[config.mk]
export PLATFORM = sky130hd
export DESIGN_NAME = dio_mem_sched
export DESIGN_NICKNAME = d
export VERILOG_FILES = /design/src/rtl/dio_mem_sched.sv
export SDC_FILE = /design/constraint.sdc
export NUM_CORES = 1
export LEC_CHECK = 0
export ABC_AREA = 0
export BUFFER_PORTS_ARGS = -buffer_cell sky130_fd_sc_hd__buf_2
export CAP_MARGIN = 10
export CORE_UTILIZATION = 63
export CTS_CLUSTER_DIAMETER = 100
export DETAILED_ROUTE_END_ITERATION = 6
export PLACE_DENSITY = 0.86
export SYNTH_ARGS = -nofsm -noshare
export SYNTH_HDL_FRONTEND = slang
export SYNTH_SLANG_ARGS = --single-unit
[constraint.sdc]
create_clock -name clk -period 2.9 [get_ports clk]
set_input_delay 0.29 -clock clk [delete_from_list [all_inputs] [get_ports clk]]
set_output_delay 0.29 -clock clk [all_outputs]
set_load 0.02 [all_outputs]
[src/rtl/dio_mem_sched.sv]
// dio_mem_sched: arbitrates UIO download writes, MIST DMA writes and SPI read
//   prefetches onto a single 16-bit word memory port (priority UIO > MIST > READ).
// Latency: toggle change -> mem_req after 2 cycles; mem_ack -> data_out after 1 cycle.
// Backpressure: one pending slot per source; an event for a still-pending slot is
//   dropped and raises the sticky overrun flag.
//
// Ports:
//   clk, reset_n                 clock, asynchronous active-low reset
//   strobe_uio, strobe_mist      write toggles; data_in (and uio_addr for UIO) valid on change
//   download                     UIO download active; rising edge clears overrun
//   out_strobe                   toggle: data_out consumed, prefetch next read word
//   dma_addr_load, dma_addr_in   pulse: reload DMA read/write pointers and prefetch
//   data_out                     prefetched read word
//   mem_req/we/addr/wdata        memory request, held until mem_ack
//   mem_ack, mem_rdata           single-cycle completion with read data
//   overrun                      sticky dropped-event flag
module dio_mem_sched #(
  parameter int ADDR_WIDTH = 23
) (
  input  logic                  clk,
  input  logic                  reset_n,
  input  logic                  strobe_uio,
  input  logic                  strobe_mist,
  input  logic [15:0]           data_in,
  input  logic [ADDR_WIDTH-1:0] uio_addr,
  input  logic                  download,
  input  logic                  out_strobe,
  input  logic                  dma_addr_load,
  input  logic [ADDR_WIDTH-1:0] dma_addr_in,
  output logic [15:0]           data_out,
  output logic                  mem_req,
  output logic                  mem_we,
  output logic [ADDR_WIDTH-1:0] mem_addr,
  output logic [15:0]           mem_wdata,
  input  logic                  mem_ack,
  input  logic [15:0]           mem_rdata,
  output logic                  overrun
);

  localparam logic [ADDR_WIDTH-1:0] ADDR_ONE = {{(ADDR_WIDTH-1){1'b0}}, 1'b1};

  typedef enum logic {S_IDLE = 1'b0, S_ACCESS = 1'b1} state_t;
  typedef enum logic [1:0] {G_UIO = 2'd0, G_MIST = 2'd1, G_READ = 2'd2} gnt_t;

  typedef struct packed {
    logic                  vld;
    logic [ADDR_WIDTH-1:0] addr;
    logic [15:0]           dat;
  } wslot_t;

  typedef struct packed {
    logic                  vld;
    logic [ADDR_WIDTH-1:0] addr;
  } rslot_t;

  state_t state, state_nxt;
  gnt_t   gnt, gnt_nxt;
  logic   grant;   // IDLE with something pending: launch an access on this edge
  logic   done;    // ACCESS completing on this edge

  wslot_t uio_slot, mist_slot;
  rslot_t rd_slot;
  logic [ADDR_WIDTH-1:0] wr_ptr, rd_ptr;

  logic tog_armed;
  logic uio_q, mist_q, out_q, download_q;
  logic rd_discard;

  // ---------------------------------------------------------------------------
  // Toggle detection. tog_armed stays low for the first edge after reset so the
  // registered copies pick up whatever level the inputs hold without an event.
  // ---------------------------------------------------------------------------
  logic uio_ev, mist_ev, out_ev, download_rise;

  assign uio_ev        = tog_armed & (strobe_uio ^ uio_q) & download;
  assign mist_ev       = tog_armed & (strobe_mist ^ mist_q);
  // a DMA reload retargets the read slot, so a coincident out_strobe is moot
  assign out_ev        = tog_armed & (out_strobe ^ out_q) & ~dma_addr_load;
  assign download_rise = tog_armed & download & ~download_q;

  always_ff @(posedge clk or negedge reset_n) begin
    if (!reset_n) begin
      tog_armed  <= 1'b0;
      uio_q      <= 1'b0;
      mist_q     <= 1'b0;
      out_q      <= 1'b0;
      download_q <= 1'b0;
    end else begin
      tog_armed  <= 1'b1;
      uio_q      <= strobe_uio;
      mist_q     <= strobe_mist;
      out_q      <= out_strobe;
      download_q <= download;
    end
  end

  // ---------------------------------------------------------------------------
  // Slot release on completion. A read whose slot was retargeted by a DMA
  // reload (earlier in the access or on the ack cycle itself) must leave the
  // slot valid: it now holds the new prefetch, not the completed read.
  // ---------------------------------------------------------------------------
  logic uio_clr, mist_clr, rd_clr, rd_keep;

  assign uio_clr  = done & (gnt == G_UIO);
  assign mist_clr = done & (gnt == G_MIST);
  assign rd_keep  = rd_discard | dma_addr_load;
  assign rd_clr   = done & (gnt == G_READ) & ~rd_keep;

  // A slot freed on this edge accepts a new event on the same edge.
  logic uio_busy, mist_busy, rd_busy;
  logic uio_drop, mist_drop, rd_drop;

  assign uio_busy  = uio_slot.vld  & ~uio_clr;
  assign mist_busy = mist_slot.vld & ~mist_clr;
  assign rd_busy   = rd_slot.vld   & ~rd_clr;

  assign uio_drop  = uio_ev  & uio_busy;
  assign mist_drop = mist_ev & mist_busy;
  assign rd_drop   = out_ev  & rd_busy;

  // ---------------------------------------------------------------------------
  // Pending slots and DMA pointers
  // ---------------------------------------------------------------------------
  always_ff @(posedge clk or negedge reset_n) begin
    if (!reset_n) begin
      uio_slot  <= '0;
      mist_slot <= '0;
      rd_slot   <= '0;
      wr_ptr    <= '0;
      rd_ptr    <= '0;
    end else begin
      if (uio_ev && !uio_busy) begin
        uio_slot <= '{vld: 1'b1, addr: uio_addr, dat: data_in};
      end else if (uio_clr) begin
        uio_slot.vld <= 1'b0;
      end

      if (mist_ev && !mist_busy) begin
        mist_slot <= '{vld: 1'b1, addr: wr_ptr, dat: data_in};
      end else if (mist_clr) begin
        mist_slot.vld <= 1'b0;
      end

      if (dma_addr_load) begin
        wr_ptr <= dma_addr_in;
      end else if (mist_ev && !mist_busy) begin
        wr_ptr <= wr_ptr + ADDR_ONE;
      end

      // the reload always wins the read slot and pre-advances rd_ptr past
      // the prefetch address
      if (dma_addr_load) begin
        rd_slot <= '{vld: 1'b1, addr: dma_addr_in};
        rd_ptr  <= dma_addr_in + ADDR_ONE;
      end else if (out_ev && !rd_busy) begin
        rd_slot <= '{vld: 1'b1, addr: rd_ptr};
        rd_ptr  <= rd_ptr + ADDR_ONE;
      end else if (rd_clr) begin
        rd_slot.vld <= 1'b0;
      end
    end
  end

  // Sticky overrun: a fresh drop outranks a clear on the same edge.
  always_ff @(posedge clk or negedge reset_n) begin
    if (!reset_n) begin
      overrun <= 1'b0;
    end else if (uio_drop || mist_drop || rd_drop) begin
      overrun <= 1'b1;
    end else if (dma_addr_load || download_rise) begin
      overrun <= 1'b0;
    end
  end

  // ---------------------------------------------------------------------------
  // Access FSM
  // ---------------------------------------------------------------------------
  always_ff @(posedge clk or negedge reset_n) begin
    if (!reset_n) begin
      state <= S_IDLE;
      gnt   <= G_UIO;
    end else begin
      state <= state_nxt;
      gnt   <= gnt_nxt;
    end
  end

  always_comb begin
    state_nxt = state;
    gnt_nxt   = gnt;
    grant     = 1'b0;
    done      = 1'b0;
    case (state)
      S_IDLE: begin
        if (uio_slot.vld || mist_slot.vld || rd_slot.vld) begin
          grant     = 1'b1;
          state_nxt = S_ACCESS;
          if (uio_slot.vld)       gnt_nxt = G_UIO;
          else if (mist_slot.vld) gnt_nxt = G_MIST;
          else                    gnt_nxt = G_READ;
        end
      end
      S_ACCESS: begin
        if (mem_ack) begin
          done      = 1'b1;
          state_nxt = S_IDLE;
        end
      end
      default: state_nxt = S_IDLE;
    endcase
  end

  // ---------------------------------------------------------------------------
  // Memory port: registered, so everything is stable for the whole request.
  // Returning to IDLE on ack guarantees a low cycle between requests.
  // ---------------------------------------------------------------------------
  always_ff @(posedge clk or negedge reset_n) begin
    if (!reset_n) begin
      mem_req   <= 1'b0;
      mem_we    <= 1'b0;
      mem_addr  <= '0;
      mem_wdata <= '0;
    end else if (grant) begin
      mem_req <= 1'b1;
      case (gnt_nxt)
        G_UIO: begin
          mem_we    <= 1'b1;
          mem_addr  <= uio_slot.addr;
          mem_wdata <= uio_slot.dat;
        end
        G_MIST: begin
          mem_we    <= 1'b1;
          mem_addr  <= mist_slot.addr;
          mem_wdata <= mist_slot.dat;
        end
        default: begin
          // a reload on the grant edge redirects the read to the new address
          mem_we   <= 1'b0;
          mem_addr <= dma_addr_load ? dma_addr_in : rd_slot.addr;
        end
      endcase
    end else if (done) begin
      mem_req <= 1'b0;
    end
  end

  // ---------------------------------------------------------------------------
  // Read return. A reload during an in-flight read marks its data stale; the
  // slot already carries the replacement prefetch.
  // ---------------------------------------------------------------------------
  always_ff @(posedge clk or negedge reset_n) begin
    if (!reset_n) begin
      rd_discard <= 1'b0;
      data_out   <= '0;
    end else begin
      if (done) begin
        rd_discard <= 1'b0;
      end else if (dma_addr_load && state == S_ACCESS && gnt == G_READ) begin
        rd_discard <= 1'b1;
      end

      if (done && gnt == G_READ && !rd_keep) begin
        data_out <= mem_rdata;
      end
    end
  end

endmodule
Yosys cells after proc, flatten, opt, wreduce, memory -nomap -nowiden
Index checks and enable logic that the tools add are counted.
Storage, ports and cells
  output and inout port bits: 58
  input port bits: 86
  register bits: 217
Cells by class
  bitwise operators: 28
  reduce and logical (&&, ||, !) cells: 29
  add/subtract/negate cells: 3
  equality and inequality tests: 3
  multiplexer cells: 32
Operators with widths (count)
  $mux W23: 6
  $add A23 B1 Y23 const B: 3
  $pmux W23 S2: 1
  $pmux W16 S2: 1
  $mux W24: 1
  $mux W1: 18
  $and A1 B1 Y1: 17
  $reduce_bool A2 Y1: 8
  $mux W2: 4
  $logic_and A1 B1 Y1: 7
  $not A1 Y1: 7
  $logic_or A1 B1 Y1: 5
  $eq A2 B1 Y1 const B: 2
  $logic_not A1 Y1: 4
  $logic_not A2 Y1: 2
  $reduce_bool A3 Y1: 1
  $xor A1 B1 Y1: 3
  $eq A2 B2 Y1 const B: 1
  $pmux W1 S2: 1
  $reduce_and A2 Y1: 1
  $reduce_or A2 Y1: 1
  $or A1 B1 Y1: 1

Logic depth before layout (Yosys ltp)
  depth after elaboration: 10
  gate-level depth with buffers: 13
  gate-level depth less buffers: 8

Least setup slack after synthesis
Ideal clock, no wire load.
  path kind: input -> register
  start: input dma_addr_load
  end: register rd_ptr[16]
  stages: 13
  setup time: 0.082 ns
  data arrival time: 2.619 ns
  data required time: 2.818 ns
  path slack: 0.199 ns
  cells stage by stage: buf_4 buf_4 buf_2 buf_1 nand2_1 o21ai_0 ha_1 nand4_1 a22oi_2 buf_2 nand3_1 or3_1 a31oi_1
On the way
  word-level cells in the longest chain between the ends: 8
  elaborated cells between the ends (all ways): 11
  classes of those cells: mux (1); bitwise (7); reduce/logical (3)
Ends and longest elaborated chain
  from (decl): RTL line 28  | input logic dma_addr_load,
  $or A1 B1 Y1: RTL line 106  | assign rd_keep = rd_discard | dma_addr_load;
  $not A1 Y1: RTL line 107  | assign rd_clr = done & (gnt == G_READ) & ~rd_keep;
  $and A1 B1 Y1: RTL line 107
  $not A1 Y1: RTL line 115  | assign rd_busy = rd_slot.vld & ~rd_clr;
  $and A1 B1 Y1: RTL line 115
  $logic_not A1 Y1: RTL line 155  | end else if (out_ev && !rd_busy) begin
  $logic_and A1 B1 Y1: RTL line 155
  $reduce_bool A2 Y1 (no line)
  to (signal assigned): RTL line 154  | rd_ptr <= dma_addr_in + ADDR_ONE;
  to (signal assigned): RTL line 157  | rd_ptr <= rd_ptr + ADDR_ONE;
  to (decl): RTL line 63  | logic [ADDR_WIDTH-1:0] wr_ptr, rd_ptr;
Several ways; a longest one is shown, not always the timed one.
A chain may end at the register's enable or synchronous reset.

Worst setup path after layout
  start: register rd_ptr[0]
  end: register rd_ptr[14]
On the way
  word-level cells in the longest chain between the ends: 3
Ends and longest elaborated chain
  $add A23 B1 Y23: RTL line 157
  $mux W23: RTL line 155
  $mux W23: RTL line 152  | if (dma_addr_load) begin
Every way passes these cells. The select of a mux whose other input is x is not followed.

==> impl_metrics.ini <==
[worst_setup_path]
crit_slowest_cell = a22oi_2
cp.required_ns = 3.29
criticalPathCategory = reg -> reg
rrSetupSlack_ns = 0.38
path_common_cell = nand4_1
rr_worst_depth = 8
r2r-end = rd_ptr[14]
critPathCaptureType = register
timing.rr.start = rd_ptr[0]
critPathLaunchType = register
crit_fanout = 10
crit_chain = inv_1 -> o21ai_0 -> ha_1 -> nand4_1 -> a22oi_2 -> nand4_1 -> xnor2_1 -> a221o_1
critPathMaxStageDelay_ns = 0.48
worstPathArrival_ns = 2.91

[clocking]
clockRootBuffer = clkbuf_16
cts_tree = yes
clock_latency_ns = 0.51
path_clk_slew_ns = 0.06
cts.path.max_buffers = 3
cts_buffers = 22
cts_resized = 0
cts_max_level = 1
cts_num_sinks = 217

[global_routing]
grt_max_degree = 90
grt_pass1_wl_mm = 42.0
grt_pass1_vias = 8330
grt-ovfl-total = 0
antenna_found_initial = 1
track_usage = 0.301

[synth]
synth-edff-count = 0
syn_inst = 991
yosysTopAreaCellShare = 0.506
synth_area_leader_cell = dfrtp_1
synth-main-ff-cell = dfrtp_1
synthDistinctLibCells = 61
syn-num-nets = 1079
synth_area_um2 = 10700
synth_seq_cells = 217
async_flop_share = 1.00
yosys_warnings = 0
synth_area_per_cell_um2 = 10.8
ys_top_cells_by_area = dfrtp_1, mux2_2, mux2i_1, nand2_1, xor2_1
ys_seq_area_frac = 0.506

[placement]
dp_hpwl_mm = 17.4
io_buffers = 143
dp_slack_ns = 0.368
gp_congestion = 0.934

[floorplanning]
core_um2 = 16600
chipHeight_um = 133
dieArea_um2 = 17600
io_pins = 144
rows = 47
die_x_um = 133
start_util = 0.645

[route]
detail-route-antenna-nets = 0
routed_wirelength_mm = 26.1
wl_per_cell_um = 19.1
drt_iter0_markers = 583
first_pass_iters = 5
drcViolationCount = 0
num_vias = 8348
viasPerCell = 6.12

[outcome]
status = finished, final reports clean

[power_and_ir_drop]
p_leak_nw = 5.70
p_int_w = 0.00782
vdd_ir_drop_max_v = 0.000649
seqPwrFrac = 0.400
netSwitchingPower_w = 0.00427
comb_power_share = 0.350
total_power_w = 0.0121
pwr-share-clk = 0.249
power_density_nw_per_um2 = 958
sw_frac_of_total = 0.353

[sta]
worst_pin_slew_ns = 0.663
setup_ws_ns = 0.384
finalCritPeriodShare = 0.868
setup_tns_ns = 0
timing.hold.ws_ns = 0.0123
rsz0062_at_grt = false
slew_headroom = 0.558
hold_viol = 0
finalMaxSlewViolations = 0
max_freq_mhz = 397
clock_skew_ns = 0.00843
finalSetupViolCount = 0
post-route-min-period_ns = 2.52

[layout]
nets = 1216
layout-drive-gt1-share = 0.300
syn2layout_area_growth_pct = 17.4
post-route-util = 0.758

[hold_path]
hp-start = uio_addr[17]
holdCritPathClass = in -> reg
hold_end = uio_slot[33]
worstHoldPathCells = 2

[job]
drv_cap = 0
[state kept, by name, indices dropped and copies added, names as in the netlist, 2 cells and up]
| name | flops |
|---|---|
| mem_wdata | 16 |
| rd_ptr | 23 |
| rd_slot | 24 |
| uio_slot | 40 |
| gnt | 2 |
| wr_ptr | 23 |
| mist_slot | 40 |
| mem_addr | 23 |
| data_out | 16 |
[power groups by stage]
| stage | clock, W | sequential (W) | combinational [W] |
|---|---|---|---|
| floorplan | 0 | 0.00514 | 0.00249 |
| global placement | 0 | 0.00477 | 0.00401 |
| detailed placement | 0 | 0.00484 | 0.00417 |
| CTS | 0.00305 | 0.00483 | 0.00425 |
| global route | 0.00317 | 0.00496 | 0.00460 |
| finish | 0.00301 | 0.00484 | 0.00424 |
[routing by layer]
metal  part of all wire  wire length, µm  GRT usage
met3              0.055             1430     0.0383
met2               0.50            13000      0.516
met1               0.41            10700      0.388
met5                  0                0          0
met4              0.033              851      0.120
[worst max-delay path: cells and delay by family (launching register included)]
family	cells	cell delay, ns
buffers and inverters	1	0.05
DFF	1	0.37
adders and majority gates	1	0.31
AOI/OAI and AO/OA	3	1.05
and+or+nand+nor	2	0.42
xor gates and xnor gates	1	0.20
[cell usage in the layout (no fill, tap or decap), types with 6 or more instances in the layout]
cell	Yosys	routed
a21boi_0	25	25
a21oi_1	24	24
a31oi_1	43	43
and2_1	10	10
and3_1	29	29
buf_12	0	6
buf_2	21	142
buf_4	5	25
clkbuf_16	0	23
clkbuf_8	0	6
clkinv_2	0	6
dfrtp_1	217	217
dlygate4sd3_1	0	6
inv_1	18	18
mux2_2	113	113
mux2i_1	46	46
nand2_1	97	97
nand2b_1	8	8
nand3_1	28	28
nand4_1	30	30
nor2_1	48	48
o211ai_1	10	10
o21ai_0	57	57
xnor2_1	9	9
xor2_1	37	37
[cells in the mapped netlist (all sizes together) (3+ instances only)]
cell type  instances
nand3b             5
o21ai             61
clkbuf            34
xor2              37
inv               19
a31oi             43
o211ai            10
mux2             113
nand2             97
buf               33
a21oi             24
mux2i             46
nand4b             6
nand2b             8
and2              10
or4                5
or3                4
nor2b              6
and3              29
xnor2              9
a21boi            25
dfrtp            217
nand3             31
a22oi              4
a21o               3
nor2              48
nand4             32
[per-stage QoR]
stage | cells | area (µm²)
final | 1365 | 12600
after global routing | 1365 | 12600
after CTS | 1364 | 12600
after detailed placement | 1318 | 11800
after global placement | 1318 | 11800
after floorplan | 991 | 10700
[cell families (layout without fill, tap and decap cells)]
family                   count (synthesis)  after routing  share of synthesized area
AND/OR/NAND/NOR                        287            287                      0.138
AO/OA/AOI/OAI                          193            193                      0.120
flip-flops                             217            217                      0.506
other                                    1              2                   0.000349
multiplexers                           159            159                      0.161
buffers and inverters                   86            239                     0.0349
XOR/XNOR                                46             46                     0.0375
adder cells (fa/ha/maj)                  2              2                    0.00233
[final cells by class]
type / instances / area [µm²]
clock inverter: 10 / 129
sequential: 217 / 5430
multi-input combinational: 688 / 4960
antenna: 1 / 2.50
timing repair buffer: 180 / 1090
tap: 220 / 275
clock buffer: 30 / 652
fill: 1082 / 4030
inverter: 19 / 71.3
[how the worst max path moves through the flow]
stage,depth (start not counted),slack (ns),endpoint,start
after floorplan,13,0.20,rd_ptr[16],dma_addr_load
after global placement,8,0.50,rd_ptr[14],dma_addr_load
after detailed placement,8,0.37,rd_ptr[14],dma_addr_load
after CTS,8,0.42,rd_ptr[14],rd_ptr[0]
after global routing,8,0.23,rd_ptr[14],rd_ptr[0]
final,8,0.38,rd_ptr[14],rd_ptr[0]
[what timing repair did]
item	in CTS	in global routing
endpoints found under the hold margin	83	0
buffers inserted	0	0
hold buffers	6	0
Power figures use the tool's default switching activity.
